$ cat config.mk
export PLATFORM = sky130hd
export DESIGN_NAME = mem_port_arbiter_flat
export DESIGN_NICKNAME = d
export VERILOG_FILES = /design/src/rtl/mem_arb_pkg.sv /design/src/rtl/mem_port_arbiter_if.sv /design/src/rtl/arb_sat_counter.sv /design/src/rtl/mem_port_arbiter.sv /design/src/flat_wrapper.sv
export SDC_FILE = /design/constraint.sdc
export NUM_CORES = 1
export LEC_CHECK = 0
export CORE_AREA = 2 2 193 195
export DETAILED_ROUTE_END_ITERATION = 6
export DIE_AREA = 0 0 195 197
export PLACE_DENSITY_LB_ADDON = 0.1
export SYNTH_ARGS = -nofsm -noshare
export SYNTH_HDL_FRONTEND = slang
export SYNTH_HIERARCHICAL = 1
export SYNTH_SLANG_ARGS = --single-unit
$ cat constraint.sdc
create_clock -name clk -period 3.1 [get_ports clk]
set_input_delay 0.93 -clock clk [delete_from_list [all_inputs] [get_ports clk]]
set_output_delay 0.93 -clock clk [all_outputs]
set_load 0.02 [all_outputs]
$ cat src/rtl/mem_arb_pkg.sv
// Shared types and constants for the IF/MEM memory port arbiter.
package mem_arb_pkg;

    typedef enum logic [2:0] {
        ST_IDLE,
        ST_BUSY_I,
        ST_BUSY_D,
        ST_DONE_I,
        ST_DONE_D
    } arb_state_e;

    localparam logic [3:0] IF_XFER_SIZE = 4'd4;

endpackage

$ cat src/rtl/mem_port_arbiter_if.sv
// Requester, memory and stall signals of the arbiter, grouped in one bundle.
interface mem_port_arbiter_if #(
    parameter int ADDR_W = 64
);
    logic              if_req;
    logic [ADDR_W-1:0] if_addr;
    logic              if_done;
    logic [31:0]       if_rdata;

    logic              d_req;
    logic              d_we;
    logic [ADDR_W-1:0] d_addr;
    logic [63:0]       d_wdata;
    logic [3:0]        d_size;
    logic              d_done;
    logic [63:0]       d_rdata;

    logic              bus_err;

    logic              m_req;
    logic              m_we;
    logic [ADDR_W-1:0] m_addr;
    logic [63:0]       m_wdata;
    logic [3:0]        m_size;
    logic [63:0]       m_rdata;
    logic              m_ready;

    logic              stall_if;
    logic              stall_mem;

    modport slave (
        input  if_req, if_addr, d_req, d_we, d_addr, d_wdata, d_size, m_rdata, m_ready,
        output if_done, if_rdata, d_done, d_rdata, bus_err,
               m_req, m_we, m_addr, m_wdata, m_size, stall_if, stall_mem
    );

    modport master (
        output if_req, if_addr, d_req, d_we, d_addr, d_wdata, d_size, m_rdata, m_ready,
        input  if_done, if_rdata, d_done, d_rdata, bus_err,
               m_req, m_we, m_addr, m_wdata, m_size, stall_if, stall_mem
    );

endinterface

$ cat src/rtl/arb_sat_counter.sv
// Saturating up-counter with synchronous clear; clear has priority over increment.
module arb_sat_counter #(
    parameter int          W   = 4,
    parameter logic [W-1:0] MAX = '1
) (
    input  logic         clk,
    input  logic         clr_i,
    input  logic         inc_i,
    output logic [W-1:0] cnt_o
);
    logic [W-1:0] cnt_q, cnt_d;

    always_comb begin
        cnt_d = cnt_q;
        if (clr_i) begin
            cnt_d = '0;
        end else if (inc_i && (cnt_q != MAX)) begin
            cnt_d = cnt_q + 1'b1;
        end
    end

    always_ff @(posedge clk) begin
        cnt_q <= cnt_d;
    end

    assign cnt_o = cnt_q;

endmodule

$ cat src/rtl/mem_port_arbiter.sv
// Shares one single-ported memory between instruction fetch and data access:
// data has priority, fetch is forced after MAX_D_STREAK data grants, each access is timeout-bounded.
module mem_port_arbiter
    import mem_arb_pkg::*;
#(
    parameter int ADDR_W       = 64,
    parameter int MAX_D_STREAK = 4,
    parameter int TIMEOUT      = 16
) (
    input  logic               clk,
    input  logic               reset,
    mem_port_arbiter_if.slave  bus
);
    localparam int STREAK_W = $clog2(MAX_D_STREAK + 1);
    localparam int TO_W     = $clog2(TIMEOUT + 1);
    localparam logic [STREAK_W-1:0] STREAK_MAX = STREAK_W'(MAX_D_STREAK);
    localparam logic [TO_W-1:0]     TO_LAST    = TO_W'(TIMEOUT - 1);

    arb_state_e        state_q;
    logic              m_req_q, m_we_q, if_done_q, d_done_q, bus_err_q;
    logic [ADDR_W-1:0] m_addr_q;
    logic [63:0]       m_wdata_q, d_rdata_q;
    logic [3:0]        m_size_q;
    logic [31:0]       if_rdata_q;

    logic [STREAK_W-1:0] streak;
    logic [TO_W-1:0]     to_cnt;
    logic idle, busy, fetch_forced, grant_d, grant_i;
    logic streak_clr, streak_inc, to_clr;

    always_comb begin
        idle         = (state_q == ST_IDLE);
        busy         = (state_q == ST_BUSY_I) || (state_q == ST_BUSY_D);
        fetch_forced = bus.if_req && (streak == STREAK_MAX);
        grant_d      = idle && bus.d_req && !fetch_forced;
        grant_i      = idle && bus.if_req && !grant_d;
        // The streak only grows while fetch is actually waiting on a data grant.
        streak_inc   = grant_d && bus.if_req;
        streak_clr   = reset || grant_i || (grant_d && !bus.if_req);
        to_clr       = reset || !busy;
    end

    arb_sat_counter #(.W(STREAK_W), .MAX(STREAK_MAX)) u_streak (
        .clk   (clk),
        .clr_i (streak_clr),
        .inc_i (streak_inc),
        .cnt_o (streak)
    );

    arb_sat_counter #(.W(TO_W), .MAX(TO_LAST)) u_timeout (
        .clk   (clk),
        .clr_i (to_clr),
        .inc_i (busy),
        .cnt_o (to_cnt)
    );

    always_ff @(posedge clk) begin
        if (reset) begin
            state_q    <= ST_IDLE;
            m_req_q    <= 1'b0;
            m_we_q     <= 1'b0;
            m_addr_q   <= '0;
            m_wdata_q  <= '0;
            m_size_q   <= '0;
            if_done_q  <= 1'b0;
            d_done_q   <= 1'b0;
            if_rdata_q <= '0;
            d_rdata_q  <= '0;
            bus_err_q  <= 1'b0;
        end else begin
            case (state_q)
                ST_IDLE: begin
                    if (grant_d) begin
                        state_q   <= ST_BUSY_D;
                        m_req_q   <= 1'b1;
                        m_we_q    <= bus.d_we;
                        m_addr_q  <= bus.d_addr;
                        m_wdata_q <= bus.d_wdata;
                        m_size_q  <= bus.d_size;
                    end else if (grant_i) begin
                        state_q   <= ST_BUSY_I;
                        m_req_q   <= 1'b1;
                        m_we_q    <= 1'b0;
                        m_addr_q  <= bus.if_addr;
                        m_wdata_q <= '0;
                        m_size_q  <= IF_XFER_SIZE;
                    end
                end
                ST_BUSY_I: begin
                    if (bus.m_ready) begin
                        state_q    <= ST_DONE_I;
                        m_req_q    <= 1'b0;
                        if_done_q  <= 1'b1;
                        if_rdata_q <= bus.m_rdata[31:0];
                    end else if (to_cnt == TO_LAST) begin
                        state_q    <= ST_DONE_I;
                        m_req_q    <= 1'b0;
                        if_done_q  <= 1'b1;
                        if_rdata_q <= '0;
                        bus_err_q  <= 1'b1;
                    end
                end
                ST_BUSY_D: begin
                    if (bus.m_ready) begin
                        state_q   <= ST_DONE_D;
                        m_req_q   <= 1'b0;
                        d_done_q  <= 1'b1;
                        d_rdata_q <= m_we_q ? 64'd0 : bus.m_rdata;
                    end else if (to_cnt == TO_LAST) begin
                        state_q   <= ST_DONE_D;
                        m_req_q   <= 1'b0;
                        d_done_q  <= 1'b1;
                        d_rdata_q <= '0;
                        bus_err_q <= 1'b1;
                    end
                end
                ST_DONE_I, ST_DONE_D: begin
                    state_q   <= ST_IDLE;
                    if_done_q <= 1'b0;
                    d_done_q  <= 1'b0;
                    bus_err_q <= 1'b0;
                end
                default: state_q <= ST_IDLE;
            endcase
        end
    end

    assign bus.m_req     = m_req_q;
    assign bus.m_we      = m_we_q;
    assign bus.m_addr    = m_addr_q;
    assign bus.m_wdata   = m_wdata_q;
    assign bus.m_size    = m_size_q;
    assign bus.if_done   = if_done_q;
    assign bus.if_rdata  = if_rdata_q;
    assign bus.d_done    = d_done_q;
    assign bus.d_rdata   = d_rdata_q;
    assign bus.bus_err   = bus_err_q;
    // Low in the done cycle so the pipeline advances exactly once per transaction.
    assign bus.stall_if  = bus.if_req & ~if_done_q;
    assign bus.stall_mem = bus.d_req & ~d_done_q;

endmodule

$ cat src/flat_wrapper.sv
// flat-port wrapper written by rule: the top's interface ports become plain ports
module mem_port_arbiter_flat import mem_arb_pkg::*;
#(
    parameter int ADDR_W       = 64,
    parameter int MAX_D_STREAK = 4,
    parameter int TIMEOUT      = 16
)
  (clk, reset, bus_if_req, bus_if_addr, bus_d_req, bus_d_we, bus_d_addr, bus_d_wdata, bus_d_size, bus_m_rdata, bus_m_ready, bus_if_done, bus_if_rdata, bus_d_done, bus_d_rdata, bus_bus_err, bus_m_req, bus_m_we, bus_m_addr, bus_m_wdata, bus_m_size, bus_stall_if, bus_stall_mem);
  mem_port_arbiter_if #(.ADDR_W(ADDR_W)) bus_i ();
  input  logic clk;
  input  logic reset;
  input wire logic [$bits(bus_i.if_req)-1:0] bus_if_req;
  input wire logic [$bits(bus_i.if_addr)-1:0] bus_if_addr;
  input wire logic [$bits(bus_i.d_req)-1:0] bus_d_req;
  input wire logic [$bits(bus_i.d_we)-1:0] bus_d_we;
  input wire logic [$bits(bus_i.d_addr)-1:0] bus_d_addr;
  input wire logic [$bits(bus_i.d_wdata)-1:0] bus_d_wdata;
  input wire logic [$bits(bus_i.d_size)-1:0] bus_d_size;
  input wire logic [$bits(bus_i.m_rdata)-1:0] bus_m_rdata;
  input wire logic [$bits(bus_i.m_ready)-1:0] bus_m_ready;
  output wire logic [$bits(bus_i.if_done)-1:0] bus_if_done;
  output wire logic [$bits(bus_i.if_rdata)-1:0] bus_if_rdata;
  output wire logic [$bits(bus_i.d_done)-1:0] bus_d_done;
  output wire logic [$bits(bus_i.d_rdata)-1:0] bus_d_rdata;
  output wire logic [$bits(bus_i.bus_err)-1:0] bus_bus_err;
  output wire logic [$bits(bus_i.m_req)-1:0] bus_m_req;
  output wire logic [$bits(bus_i.m_we)-1:0] bus_m_we;
  output wire logic [$bits(bus_i.m_addr)-1:0] bus_m_addr;
  output wire logic [$bits(bus_i.m_wdata)-1:0] bus_m_wdata;
  output wire logic [$bits(bus_i.m_size)-1:0] bus_m_size;
  output wire logic [$bits(bus_i.stall_if)-1:0] bus_stall_if;
  output wire logic [$bits(bus_i.stall_mem)-1:0] bus_stall_mem;
  assign bus_i.if_req = bus_if_req;
  assign bus_i.if_addr = bus_if_addr;
  assign bus_i.d_req = bus_d_req;
  assign bus_i.d_we = bus_d_we;
  assign bus_i.d_addr = bus_d_addr;
  assign bus_i.d_wdata = bus_d_wdata;
  assign bus_i.d_size = bus_d_size;
  assign bus_i.m_rdata = bus_m_rdata;
  assign bus_i.m_ready = bus_m_ready;
  assign bus_if_done = bus_i.if_done;
  assign bus_if_rdata = bus_i.if_rdata;
  assign bus_d_done = bus_i.d_done;
  assign bus_d_rdata = bus_i.d_rdata;
  assign bus_bus_err = bus_i.bus_err;
  assign bus_m_req = bus_i.m_req;
  assign bus_m_we = bus_i.m_we;
  assign bus_m_addr = bus_i.m_addr;
  assign bus_m_wdata = bus_i.m_wdata;
  assign bus_m_size = bus_i.m_size;
  assign bus_stall_if = bus_i.stall_if;
  assign bus_stall_mem = bus_i.stall_mem;
  mem_port_arbiter #(.ADDR_W(ADDR_W), .MAX_D_STREAK(MAX_D_STREAK), .TIMEOUT(TIMEOUT)) u_core (.clk(clk), .reset(reset), .bus(bus_i));
endmodule
After elaboration in Yosys (flattened, before gate mapping)
Index checks and enable logic that the tools add are counted.

Add/subtract/negate cells: 2. Eq/ne operators: 14. Multiplexer cells: 31. Bitwise gates (word level): 4. Reduce and logical (&&, ||, !) cells: 34.

Operators by type and width (number): $mux 64 (7); $mux 32 (2); $mux 3 (6); $ne 3x3->1 const B (4); $reduce_bool 2->1 (6); $reduce_and 2->1 (5); $logic_and 1x1->1 (9); $mux 1 (9); $pmux 3 s3 (1); $reduce_and 3->1 (3); $mux 4 (2); $pmux 1 s2 (4); $eq 3x2->1 const B (2); $eq 3x3->1 const B (2); $add 5x1->5 const B (1); $eq 5x4->1 const B (1); $ne 5x4->1 const B (1); $logic_not 1->1 (4); $logic_or 1x1->1 (4); $reduce_or 2->1 (2); $add 3x1->3 const B (1); $eq 3x1->1 const B (1); $logic_not 3->1 (1); $ne 3x1->1 const B (1); other kinds (4) (6).

Flip-flop bits (word level): 244. Logic and storage cells: 98.

Longest topological paths before layout
Depth after elaboration: 9. Depth in mapped cells: 7. Mapped depth without buffers: 6.

By module
Netlist, hierarchy kept.

By module, submodules not included: mem_port_arbiter (instances 1, cells an instance 1262, area an instance 10811.6 sq um, seq. area each 4724.5 sq um); arb_sat_counter at u_core.u_timeout (instances 1, cells an instance 23, area an instance 234.0 sq um, seq. area each 100.1 sq um); arb_sat_counter at u_core.u_streak (instances 1, cells an instance 17, area an instance 183.9 sq um, seq. area each 60.1 sq um).

Worst setup path after synthesis
No wires, ideal clock.

Path type: input to register. Start point: input bus_if_req. End point: register u_core.u_streak.cnt_q[0] (netlist: u_core/u_streak/cnt_o[0]). Library setup time: 121 ps. Arrival: 2448 ps. Path slack: 531 ps. Stages: 6. Path through: or4b_1 -> buf_4 -> buf_6 -> nor3_1 -> a21boi_4 -> mux2_4.

RTL lines: from (decl) (RTL line flat_wrapper.sv:12) `input wire logic [$bits(bus_i.if_req)-1:0] bus_if_req;`; $logic_and 1x1->1 (RTL line mem_port_arbiter.sv:34) `fetch_forced = bus.if_req && (streak == STREAK_MAX);`; $logic_not 1->1 (RTL line mem_port_arbiter.sv:35) `grant_d = idle && bus.d_req && !fetch_forced;`; $logic_and 1x1->1 (RTL line mem_port_arbiter.sv:35); $logic_and 1x1->1 * (RTL line mem_port_arbiter.sv:38) `streak_inc = grant_d && bus.if_req;`; via u_core.streak_inc (RTL line mem_port_arbiter.sv:29) `logic streak_clr, streak_inc, to_clr;`; $logic_and 1x1->1 * (RTL line arb_sat_counter.sv:17) `end else if (inc_i && (cnt_q != MAX)) begin`; to (signal assigned) (RTL line arb_sat_counter.sv:23) `cnt_q <= cnt_d;`; to (decl) (RTL line arb_sat_counter.sv:11) `logic [W-1:0] cnt_q, cnt_d;`.

Mark *: on every way through the listed nets, which the timed path passes. The rest lies on a longest branch. A chain may end at the register's enable or synchronous reset.

Worst setup path after layout
Start point: input bus_d_req. End point: output bus_stall_mem.

Word-level cells in the longest chain between the ends: 1.

Ends and longest elaborated chain: from (decl) (RTL line flat_wrapper.sv:14) `input wire logic [$bits(bus_i.d_req)-1:0] bus_d_req;`; $and 1x1->1 (RTL line mem_port_arbiter.sv:140) `assign bus.stall_mem = bus.d_req & ~d_done_q;`; to (decl) (RTL line flat_wrapper.sv:32) `output wire logic [$bits(bus_i.stall_mem)-1:0] bus_stall_mem;`.

Every way passes these cells.

==> summary.txt <==
Sw Pwr = 2.87 mW
RSZ-0062 raised after global routing = no
Hold Vio Cnt, Final = 0
Multi-input logic area = 5610 um^2
Port Buffer Count = 500
Status = finished, final reports clean
Fin. max-slew vios = 0
Worst IR drop on VDD = 373 uV
Type of the tightest min-delay check = reg -> reg
Die ar. = 38400 um^2
CTS Hold Bufs = 0
Post-synth top area cell = dfxtp_1
Power per cell area = 546 nW/um^2
Setup WS pre-CTS = 0.00953 ns
Slew margin rel. = 25.2%
Net count after synthesis = 1572
Pin count of the biggest net entering global routing = 118
Worst-path clk slew = 0.06 ns
Synthesized cell area = 11200 um^2
DR WL/cell = 22.6 um
Setup CP Type = in -> out
Max FO, Critical Path = 3
Final global-route overflow total = 0
Comb pwr share = 25.2%
Post-DRT Antenna Nets = 0
Post-route DRC = 0
Synth warn = 6
Async set-reset flop share out of synthesis = 0%
Worst Tran Pin Value = 1.12 ns
Synthesized flop and latch total = 244
Routed Wire Length = 49300 um
Area share of the largest cell type after synthesis = 43.5%
Cell with the most instances after synthesis = dfxtp_1
Setup crit end kind = output port
Most frequent cells after synthesis = 244 x dfxtp_1, 168 x a21oi_1, 114 x clkbuf_1
I/O pin count = 501
NumNets Final = 1959
Flop pwr share = 37.2%
Std cell rows = 70
Worst EP required = 2.17 ns
Sum Neg Setup Slack = 0 ns
First-pass GRT wire length = 73700 um
Fillers = 3503
Final Critical Period = 2.71 ns
Internal power = 6.68 mW
Hpwl dp = 31200 um
Clk_skew = 0.00715 ns
EDFF count, synth = 0
Pre-Repair DR Iteration Count = 5
Top post-synthesis cells by area = dfxtp_1 43%, a21oi_1 7.5%, nor4_1 5.3%
Layout cells sized above 1 = 5.85%
Post-synthesis sequential area ratio = 43.5%
Netlist cell types = 55
Htree depth = 1
CTS Sinks = 244
Initial Util = 31.0%
CP Launch Type = input port
Root Driver = clkbuf_16
Post-Syn Instances = 1302
Post-synthesis area per instance = 8.62 um^2
Vias in the first global route = 11711
Drt initial violations = 813
MaxCap Viol Count = 0
Sequential Area = 4880 um^2
Layout area overhead = 55.8%
DR vias = 12217
Vias per std cell = 5.59
CTS tree = yes
Static leakage = 6.08 nW
Arr. time, crit path = 1.78 ns
Die H = 197 um
Chip width = 195 um
CTS buffer count = 30
Tcrit/Tclk final = 87.3%
Switching share of power = 30.1%
Clk buf depth = 3
Final setup viols = 0
Core footprint = 36300 um^2
Peak Freq = 369 MHz
Total track usage = 24.1%
Final Wtd Congestion = 0.810
Final WS setup = 0.393 ns
Prevailing post-synth register cell = dfxtp_1
Initial antenna violation count = 8
Final Non-Filler Cells = 2185
Clk pwr share = 37.6%
Clock Latency Late Sink = 0.55 ns
Placed cell count = 2125
==> metrics by stage <==
stage	util [%]	instance area, um^2	power (mW)	hold WS [ns]
3_3_place_gp	45.4	16500	6.02	0.456
3_5_place_dp	45.4	16500	6.03	0.463
6_report	48.3	17500	9.55	0.471
2_1_floorplan	-	11200	4.82	0.481
4_1_cts	48.2	17500	9.66	0.471
5_1_grt	48.2	17500	9.94	0.488
==> worst paths after layout <==
kind                         start                     to  slack [ns]  depth (start not counted)
max                      bus_d_req          bus_stall_mem        0.39                          4
min          u_core/bus.m_wdata[8]  u_core/bus.m_wdata[8]        0.47                          2
max reg2reg      u_core/state_q[0]  u_core/bus.m_addr[10]        0.92                          4
min reg2reg  u_core/bus.m_wdata[8]  u_core/bus.m_wdata[8]        0.47                          2
==> kinds of logic (layout without fill, tap and decap cells) <==
kind of cell	count (synthesis)	count (layout)	share of synthesized area, %
xor+xnor	3	3	0.234
mux	20	20	1.84
fa+ha+maj	4	4	0.446
flops	244	244	43.5
compound gates	477	477	28.2
other cells	0	8	0
buf+inv	181	588	7.11
simple gates	373	373	18.7
==> placed cells by master (no fill, tap or decap), types with 3 or more instances in the layout <==
master and count:
buf_4 17, a211oi_2 3, a311oi_1 32, a32oi_1 64
a211oi_1 49, clkdlybuf4s50_1 497, clkbuf_16 31, clkbuf_1 8
nor2_1 13, nor3_1 4, o41ai_1 16, nand2_1 98
dfxtp_1 244, nor4_1 96, inv_2 3, inv_1 4
o21ai_0 70, o211ai_1 64, nand4_1 69, buf_12 12
ha_1 4, a21oi_1 168, mux2i_1 18, nor2b_1 68
diode_2 8, clkbuf_8 9
==> sequential cells by signal, indices dropped and copies added, names as in the netlist <==
name	cells
u_core/state_q	3
u_core/bus.m_addr	64
u_core/u_streak/cnt_o	3
u_core/bus.if_rdata	32
u_core/bus.m_req	1
u_core/bus.if_done	1
u_core/bus.m_we	1
u_core/u_timeout/cnt_o	5
u_core/bus.m_wdata	64
u_core/bus.m_size	4
u_core/bus.d_done	1
u_core/bus.bus_err	1
u_core/bus.d_rdata	64
==> worst max-delay path: stages <==
cell             delay (ns)
buf_4                  0.11
inv_2                  0.04
nor2_1                 0.08
clkdlybuf4s50_1        0.61
==> routing by layer <==
metal | global-route usage, % | routed length, um | vias to the layer above
li1 | - | - | 5812
met1 | 30.5 | 20500 | 5839
met2 | 39.3 | 23300 | 506
met3 | 7.34 | 4290 | 58
met4 | 7.66 | 1220 | 2
met5 | 0 | 13 | -
==> cell type report <==
type,instances,area share (%)
clock buffer,48,5.31
antenna,8,0.114
multi-input combinational,877,32.1
tap,468,3.35
timing repair buffer,528,30.7
sequential,244,27.9
clock inverter,4,0.400
inverter,8,0.172
==> power groups by stage <==
stage	registers, mW	logic (mW)	clock network [mW]
after floorplan	3.92	0.898	0
after global placement	3.62	2.40	0
after detailed placement	3.62	2.41	0
after CTS	3.56	2.41	3.69
after global routing	3.59	2.56	3.79
final	3.56	2.41	3.59
==> timing repair <==
action | CTS | global route
setup endpoints to repair | 0 | 1
setup buffers | 0 | 0
resized for setup | 0 | 1
No activity file was read; power rests on OpenSTA's default activity.
